$ cat src/rtl/wb_rr_arbiter_if.sv
// Wishbone bundle between the core-side masters, the arbiter and the memory bus.
// The arbiter connects through the slave modport; the cores and memory use the master modport.
interface wb_rr_arbiter_if #(
    parameter int NUM_MASTERS = 2,
    parameter int ADDR_WIDTH  = 32,
    parameter int DATA_WIDTH  = 32
);
    localparam int STRB_W = DATA_WIDTH / 8;

    logic [NUM_MASTERS-1:0]            m_cyc;
    logic [NUM_MASTERS-1:0]            m_stb;
    logic [NUM_MASTERS-1:0]            m_we;
    logic [NUM_MASTERS*STRB_W-1:0]     m_wstrb;
    logic [NUM_MASTERS*ADDR_WIDTH-1:0] m_addr;
    logic [NUM_MASTERS*DATA_WIDTH-1:0] m_wdata;
    logic [DATA_WIDTH-1:0]             m_rdata;
    logic [NUM_MASTERS-1:0]            m_ack;
    logic [NUM_MASTERS-1:0]            m_err;

    logic                              s_cyc;
    logic                              s_stb;
    logic                              s_we;
    logic [STRB_W-1:0]                 s_wstrb;
    logic [ADDR_WIDTH-1:0]             s_addr;
    logic [DATA_WIDTH-1:0]             s_wdata;
    logic [DATA_WIDTH-1:0]             s_rdata;
    logic                              s_ack;

    modport slave (
        input  m_cyc, m_stb, m_we, m_wstrb, m_addr, m_wdata,
        output m_rdata, m_ack, m_err,
        output s_cyc, s_stb, s_we, s_wstrb, s_addr, s_wdata,
        input  s_rdata, s_ack
    );

    modport master (
        output m_cyc, m_stb, m_we, m_wstrb, m_addr, m_wdata,
        input  m_rdata, m_ack, m_err,
        input  s_cyc, s_stb, s_we, s_wstrb, s_addr, s_wdata,
        output s_rdata, s_ack
    );
endinterface

$ cat src/rtl/wb_rr_arbiter.sv
// Round-robin Wishbone-classic arbiter merging NUM_MASTERS masters onto one memory bus.
// Define ARB_TIMEOUT_EN to add the BUSY watchdog that ends a stuck cycle with an m_err pulse.
//
// state   | meaning
// IDLE    | waiting for any request, picks next winner round-robin
// BUSY    | slave cycle open for the granted master
// RELEASE | one dead cycle that retires ack/err and ignores stale strobes
module wb_rr_arbiter #(
    parameter int NUM_MASTERS    = 2,
    parameter int ADDR_WIDTH     = 32,
    parameter int DATA_WIDTH     = 32,
    parameter int TIMEOUT_CYCLES = 1024,
    localparam int GW            = (NUM_MASTERS > 1) ? $clog2(NUM_MASTERS) : 1
) (
    input  logic                  sys_clk,
    input  logic                  rst_n,
    wb_rr_arbiter_if.slave        bus,
    output logic [GW-1:0]         grant,
    output logic                  busy
);
    localparam int STRB_W = DATA_WIDTH / 8;

    if (NUM_MASTERS < 2 || NUM_MASTERS > 8 || (DATA_WIDTH % 8) != 0 || TIMEOUT_CYCLES < 2)
    begin : g_param_check
        $error("wb_rr_arbiter: illegal parameter combination");
    end

    typedef enum logic [1:0] {IDLE = 2'd0, BUSY = 2'd1, RELEASE = 2'd2} state_t;

    state_t                 state;
    logic [GW-1:0]          last;
    logic [GW-1:0]          winner;
    logic [GW-1:0]          cand;
    logic                   found;
    logic [NUM_MASTERS-1:0] req;
    logic [NUM_MASTERS-1:0] grant_hot;

`ifdef ARB_TIMEOUT_EN
    localparam int TW = (TIMEOUT_CYCLES > 2) ? $clog2(TIMEOUT_CYCLES) : 1;
    logic [TW-1:0] tmr;
`endif

    always_comb begin
        req       = bus.m_cyc & bus.m_stb;
        grant_hot = {{(NUM_MASTERS-1){1'b0}}, 1'b1} << grant;
    end

    // Search starts one past the last winner so every requester is served in turn.
    always_comb begin
        winner = last;
        cand   = last;
        found  = 1'b0;
        for (int k = 1; k <= NUM_MASTERS; k++) begin
            cand = GW'((int'(last) + k) % NUM_MASTERS);
            if (!found && req[cand]) begin
                found  = 1'b1;
                winner = cand;
            end
        end
    end

    always_ff @(posedge sys_clk) begin
        if (!rst_n) begin
            state       <= IDLE;
            last        <= GW'(NUM_MASTERS - 1);
            grant       <= '0;
            busy        <= 1'b0;
            bus.s_cyc   <= 1'b0;
            bus.s_stb   <= 1'b0;
            bus.s_we    <= 1'b0;
            bus.s_wstrb <= '0;
            bus.s_addr  <= '0;
            bus.s_wdata <= '0;
            bus.m_ack   <= '0;
            bus.m_err   <= '0;
            bus.m_rdata <= '0;
`ifdef ARB_TIMEOUT_EN
            tmr         <= '0;
`endif
        end else begin
            case (state)
                IDLE: begin
                    if (|req) begin
                        bus.s_we    <= bus.m_we[winner];
                        bus.s_wstrb <= bus.m_wstrb[winner*STRB_W +: STRB_W];
                        bus.s_addr  <= bus.m_addr[winner*ADDR_WIDTH +: ADDR_WIDTH];
                        bus.s_wdata <= bus.m_wdata[winner*DATA_WIDTH +: DATA_WIDTH];
                        bus.s_cyc   <= 1'b1;
                        bus.s_stb   <= 1'b1;
                        grant       <= winner;
                        last        <= winner;
                        busy        <= 1'b1;
                        state       <= BUSY;
`ifdef ARB_TIMEOUT_EN
                        tmr         <= TW'(TIMEOUT_CYCLES - 1);
`endif
                    end
                end
                BUSY: begin
                    // Abort outranks a simultaneous ack: the master has already left.
                    if (!bus.m_cyc[grant]) begin
                        bus.s_cyc <= 1'b0;
                        bus.s_stb <= 1'b0;
                        busy      <= 1'b0;
                        state     <= RELEASE;
                    end else if (bus.s_ack) begin
                        bus.s_cyc   <= 1'b0;
                        bus.s_stb   <= 1'b0;
                        bus.m_ack   <= grant_hot;
                        bus.m_rdata <= bus.s_rdata;
                        busy        <= 1'b0;
                        state       <= RELEASE;
                    end
`ifdef ARB_TIMEOUT_EN
                    else if (tmr == '0) begin
                        bus.s_cyc <= 1'b0;
                        bus.s_stb <= 1'b0;
                        bus.m_err <= grant_hot;
                        busy      <= 1'b0;
                        state     <= RELEASE;
                    end else begin
                        tmr <= tmr - TW'(1);
                    end
`endif
                end
                RELEASE: begin
                    bus.m_ack <= '0;
                    bus.m_err <= '0;
                    state     <= IDLE;
                end
                default: state <= IDLE;
            endcase
        end
    end
endmodule

$ cat src/flat_wrapper.sv
// flat-port wrapper written by rule: the top's interface ports become plain ports
module wb_rr_arbiter_flat 
#(
    parameter int NUM_MASTERS    = 2,
    parameter int ADDR_WIDTH     = 32,
    parameter int DATA_WIDTH     = 32,
    parameter int TIMEOUT_CYCLES = 1024,
    localparam int GW            = (NUM_MASTERS > 1) ? $clog2(NUM_MASTERS) : 1
)
  (sys_clk, rst_n, grant, busy, bus_m_cyc, bus_m_stb, bus_m_we, bus_m_wstrb, bus_m_addr, bus_m_wdata, bus_m_rdata, bus_m_ack, bus_m_err, bus_s_cyc, bus_s_stb, bus_s_we, bus_s_wstrb, bus_s_addr, bus_s_wdata, bus_s_rdata, bus_s_ack);
  wb_rr_arbiter_if #(.NUM_MASTERS(NUM_MASTERS), .ADDR_WIDTH(ADDR_WIDTH), .DATA_WIDTH(DATA_WIDTH)) bus_i ();
  input  logic sys_clk;
  input  logic rst_n;
  output logic [GW-1:0] grant;
  output logic busy;
  input wire logic [$bits(bus_i.m_cyc)-1:0] bus_m_cyc;
  input wire logic [$bits(bus_i.m_stb)-1:0] bus_m_stb;
  input wire logic [$bits(bus_i.m_we)-1:0] bus_m_we;
  input wire logic [$bits(bus_i.m_wstrb)-1:0] bus_m_wstrb;
  input wire logic [$bits(bus_i.m_addr)-1:0] bus_m_addr;
  input wire logic [$bits(bus_i.m_wdata)-1:0] bus_m_wdata;
  output wire logic [$bits(bus_i.m_rdata)-1:0] bus_m_rdata;
  output wire logic [$bits(bus_i.m_ack)-1:0] bus_m_ack;
  output wire logic [$bits(bus_i.m_err)-1:0] bus_m_err;
  output wire logic [$bits(bus_i.s_cyc)-1:0] bus_s_cyc;
  output wire logic [$bits(bus_i.s_stb)-1:0] bus_s_stb;
  output wire logic [$bits(bus_i.s_we)-1:0] bus_s_we;
  output wire logic [$bits(bus_i.s_wstrb)-1:0] bus_s_wstrb;
  output wire logic [$bits(bus_i.s_addr)-1:0] bus_s_addr;
  output wire logic [$bits(bus_i.s_wdata)-1:0] bus_s_wdata;
  input wire logic [$bits(bus_i.s_rdata)-1:0] bus_s_rdata;
  input wire logic [$bits(bus_i.s_ack)-1:0] bus_s_ack;
  assign bus_i.m_cyc = bus_m_cyc;
  assign bus_i.m_stb = bus_m_stb;
  assign bus_i.m_we = bus_m_we;
  assign bus_i.m_wstrb = bus_m_wstrb;
  assign bus_i.m_addr = bus_m_addr;
  assign bus_i.m_wdata = bus_m_wdata;
  assign bus_m_rdata = bus_i.m_rdata;
  assign bus_m_ack = bus_i.m_ack;
  assign bus_m_err = bus_i.m_err;
  assign bus_s_cyc = bus_i.s_cyc;
  assign bus_s_stb = bus_i.s_stb;
  assign bus_s_we = bus_i.s_we;
  assign bus_s_wstrb = bus_i.s_wstrb;
  assign bus_s_addr = bus_i.s_addr;
  assign bus_s_wdata = bus_i.s_wdata;
  assign bus_i.s_rdata = bus_s_rdata;
  assign bus_i.s_ack = bus_s_ack;
  wb_rr_arbiter #(.NUM_MASTERS(NUM_MASTERS), .ADDR_WIDTH(ADDR_WIDTH), .DATA_WIDTH(DATA_WIDTH), .TIMEOUT_CYCLES(TIMEOUT_CYCLES)) u_core (.sys_clk(sys_clk), .rst_n(rst_n), .bus(bus_i), .grant(grant), .busy(busy));
endmodule
$ cat config.mk
export PLATFORM = sky130hd
export DESIGN_NAME = wb_rr_arbiter_flat
export DESIGN_NICKNAME = d
export VERILOG_FILES = /design/src/rtl/wb_rr_arbiter_if.sv /design/src/rtl/wb_rr_arbiter.sv /design/src/flat_wrapper.sv
export SDC_FILE = /design/constraint.sdc
export NUM_CORES = 1
export LEC_CHECK = 0
export CORE_MARGIN = 2
export CORE_UTILIZATION = 40
export DETAILED_ROUTE_END_ITERATION = 8
export DONT_BUFFER_PORTS = 1
export PLACE_DENSITY = 0.59
export REMOVE_ABC_BUFFERS = 1
export SLEW_MARGIN = 10
export SYNTH_ARGS = -nofsm -noshare
export SYNTH_HDL_FRONTEND = slang
export SYNTH_SLANG_ARGS = --single-unit
$ cat constraint.sdc
create_clock -name sys_clk -period 1.7 [get_ports sys_clk]
set_input_delay 0.425 -clock sys_clk [delete_from_list [all_inputs] [get_ports sys_clk]]
set_output_delay 0.425 -clock sys_clk [all_outputs]
set_load 0.01 [all_outputs]
==> impl_metrics.tcl <==
set metrics [dict create \
    critPathCaptureType "flop" \
    die_x_um 117 \
    dp_hpwl_um 10200 \
    yosysWarnings 0 \
    layout_common_cells "dfxtp_1, nand3_1, a21oi_1" \
    syn_area_mm2 0.00508 \
    htreeDepth 3 \
    finalNetCount 717 \
    antenna_found_initial 0 \
    startpoint_type "flop" \
    skew_ns 0.00408 \
    status "completed" \
    post-route-drc-count 0 \
    cts-root-buf "clkbuf_16" \
    gp_congestion 0.760 \
    die_y_um 117 \
    rows 41 \
    power.density_mw_per_mm2 1100 \
    min_period_ns 1.57 \
    cp.arrival_ns 1.82 \
    cp.required_ns 1.95 \
    clk_latency_ns 0.35 \
    cp_max_fo 69 \
    rsz0062_at_grt "false" \
    die_area_mm2 0.0136 \
    final_max_slew_viol_count 0 \
    grt-ovfl-total 0 \
    hold_viol 0 \
    drtIter0Drc 230 \
    peakVddDrop_mv 0.447 \
    final_core_util_pct 43.5 \
    fillCellCount 1244 \
    drtAntennaViolNets 0 \
    drive_above_1_share_pct 11.2 \
    io_buffers 0 \
    grt_pass1_vias 4099 \
    leakagePower_nw 1.80 \
    cts_resized 0 \
    via_count 4502 \
    synth.distinct_cells 32 \
    cts_tree "built" \
    firstDrtPassIters 4 \
    clkTransAtPathRegs_ns 0.07 \
    synth-seq-area-share_pct 42.5 \
    cts_buffers 9 \
    area_growth_pct 7.04 \
    postSynthAreaPerCell_um2 8.66 \
    critPathKind "reg -> reg" \
    cts_sinks 108 \
    maxCapViolations 0 \
    ys_ff_latch 108 \
    fp.coreArea_mm2 0.0125 \
    via_per_inst 6.28 \
    hold_slack_ns 0.171 \
    grt_first_pass_wirelength_um 21700 \
    grt_usage_pct 20.4 \
    synthCells 587 \
    initial_utilization_pct 40.6 \
    fmax_mhz 637 \
    clockBufferDepth 2 \
    worstHoldPathType "in -> reg" \
    io_pins 286 \
    antenna_cells 0 \
    hold_buffers 0 \
    wl_per_cell_um 21.1 \
    post_cts_buffers 0 \
    fin_crit_sh_pct 92.3 \
    setup_viol 0 \
    layout_commonest_cell "dfxtp_1" \
    drt-total-wl_um 15100 \
    grt_start_max_net_pins 73 \
]
[metal layers]
layer  vias up  wire length (um)  share of wire [%]  track usage (%)
met5         -                 0                  0                0
met4         0               305                2.0             8.86
met3        23              1750                 12             8.04
met2       251              7430                 49             35.2
met1      2141              5620                 37             22.3
li1       2087                 -                  -                -
[synthesized netlist by cell type]
| library cell | instances | area, um2 |
|---|---|---|
| nand3_1 | 74 | 370 |
| nor2_2 | 2 | 12.5 |
| a21oi_2 | 1 | 8.76 |
| mux2i_1 | 35 | 350 |
| a22oi_1 | 1 | 7.51 |
| nand2b_1 | 2 | 12.5 |
| clkbuf_1 | 33 | 124 |
| a21o_1 | 1 | 7.51 |
| nor2_1 | 1 | 3.75 |
| a311oi_2 | 10 | 150 |
| nand4_1 | 1 | 6.26 |
| nor3_1 | 2 | 10.0 |
| buf_6 | 1 | 11.3 |
| and3_1 | 1 | 6.26 |
| buf_4 | 8 | 60.1 |
| buf_8 | 5 | 75.1 |
| or2_2 | 1 | 6.26 |
| o21ai_2 | 10 | 87.6 |
| a22o_1 | 1 | 8.76 |
| buf_2 | 28 | 140 |
| o21ai_0 | 61 | 305 |
| o21bai_1 | 1 | 7.51 |
| nor3b_2 | 1 | 12.5 |
| inv_2 | 1 | 3.75 |
| nand3b_1 | 1 | 7.51 |
| conb_1 | 1 | 3.75 |
| a311oi_1 | 59 | 517 |
| nand2_1 | 64 | 240 |
| a21oi_1 | 70 | 350 |
| o21a_1 | 1 | 7.51 |
| a31o_2 | 1 | 8.76 |
| dfxtp_1 | 108 | 2160 |
[worst max-delay path, stage by stage (launching register included)]
cell	delay [ns]
dfxtp_1	0.46
and3_2	0.26
buf_12	0.30
o21ai_0	0.14
a311oi_1	0.29
[power by group]
part           internal (W)  switching, W  total (W)  leakage, nW
combinational      0.000402      0.000619    0.00102        0.782
clock               0.00103      0.000926    0.00196        0.129
sequential          0.00275      0.000270    0.00302        0.887
total               0.00418       0.00181    0.00599         1.80
[state kept, by name (all words and copies together) (netlist names)]
| signal | flops |
|---|---|
| u_core.bus.m_rdata | 32 |
| u_core.bus.s_cyc | 1 |
| u_core.last | 1 |
| u_core.grant | 1 |
| u_core.state | 2 |
| u_core.bus.s_addr | 32 |
| u_core.bus.m_ack | 2 |
| u_core.bus.s_wstrb | 4 |
| u_core.bus.s_we | 1 |
| u_core.bus.s_wdata | 32 |
[cell families after synthesis]
kind of cell | after synthesis | synth area share, %
multiplexers | 35 | 6.89
other | 1 | 0.0737
AND/OR/NAND/NOR | 150 | 13.5
buffers and inverters | 76 | 8.14
AO/OA/AOI/OAI | 217 | 28.8
flip-flops | 108 | 42.5
[layout make-up]
cell class	instances	area, um2	area share (%)
clock buffer	12	246	4.53
clock inverter	4	25.0	0.460
inverter	1	3.75	0.0690
multi-input combinational	404	2540	46.8
sequential	108	2160	39.7
tap	172	215	3.95
timing repair buffer	16	245	4.51
[worst paths after layout]
path / cells past startpoint / from / slack (ns) / endpoint
worst min-delay path: 1 / rst_n / 0.17 / u_core.last
worst min register to register: 2 / u_core.bus.m_rdata[4] / 0.50 / u_core.bus.m_rdata[4]
worst max register to register: 4 / u_core.last / 0.13 / u_core.bus.s_addr[27]
worst max-delay path: 4 / u_core.last / 0.13 / u_core.bus.s_addr[27]
[stage by stage]
| stage | cells | area (um2) | total power (W) | setup WS [ns] | setup TNS, ns |
|---|---|---|---|---|---|
| finish | 717 | 5440 | 0.00599 | 0.131 | 0 |
| global route | 717 | 5440 | 0.00629 | 0.0160 | 0 |
| CTS | 717 | 5440 | 0.00604 | 0.123 | 0 |
| detailed placement | 701 | 5170 | 0.00410 | 0.130 | 0 |
| global placement | 701 | 5170 | 0.00407 | 0.237 | 0 |
| floorplan | 513 | 4680 | 0.00373 | -1.20 | -99.14 |
(Power assumes the default switching activity.)
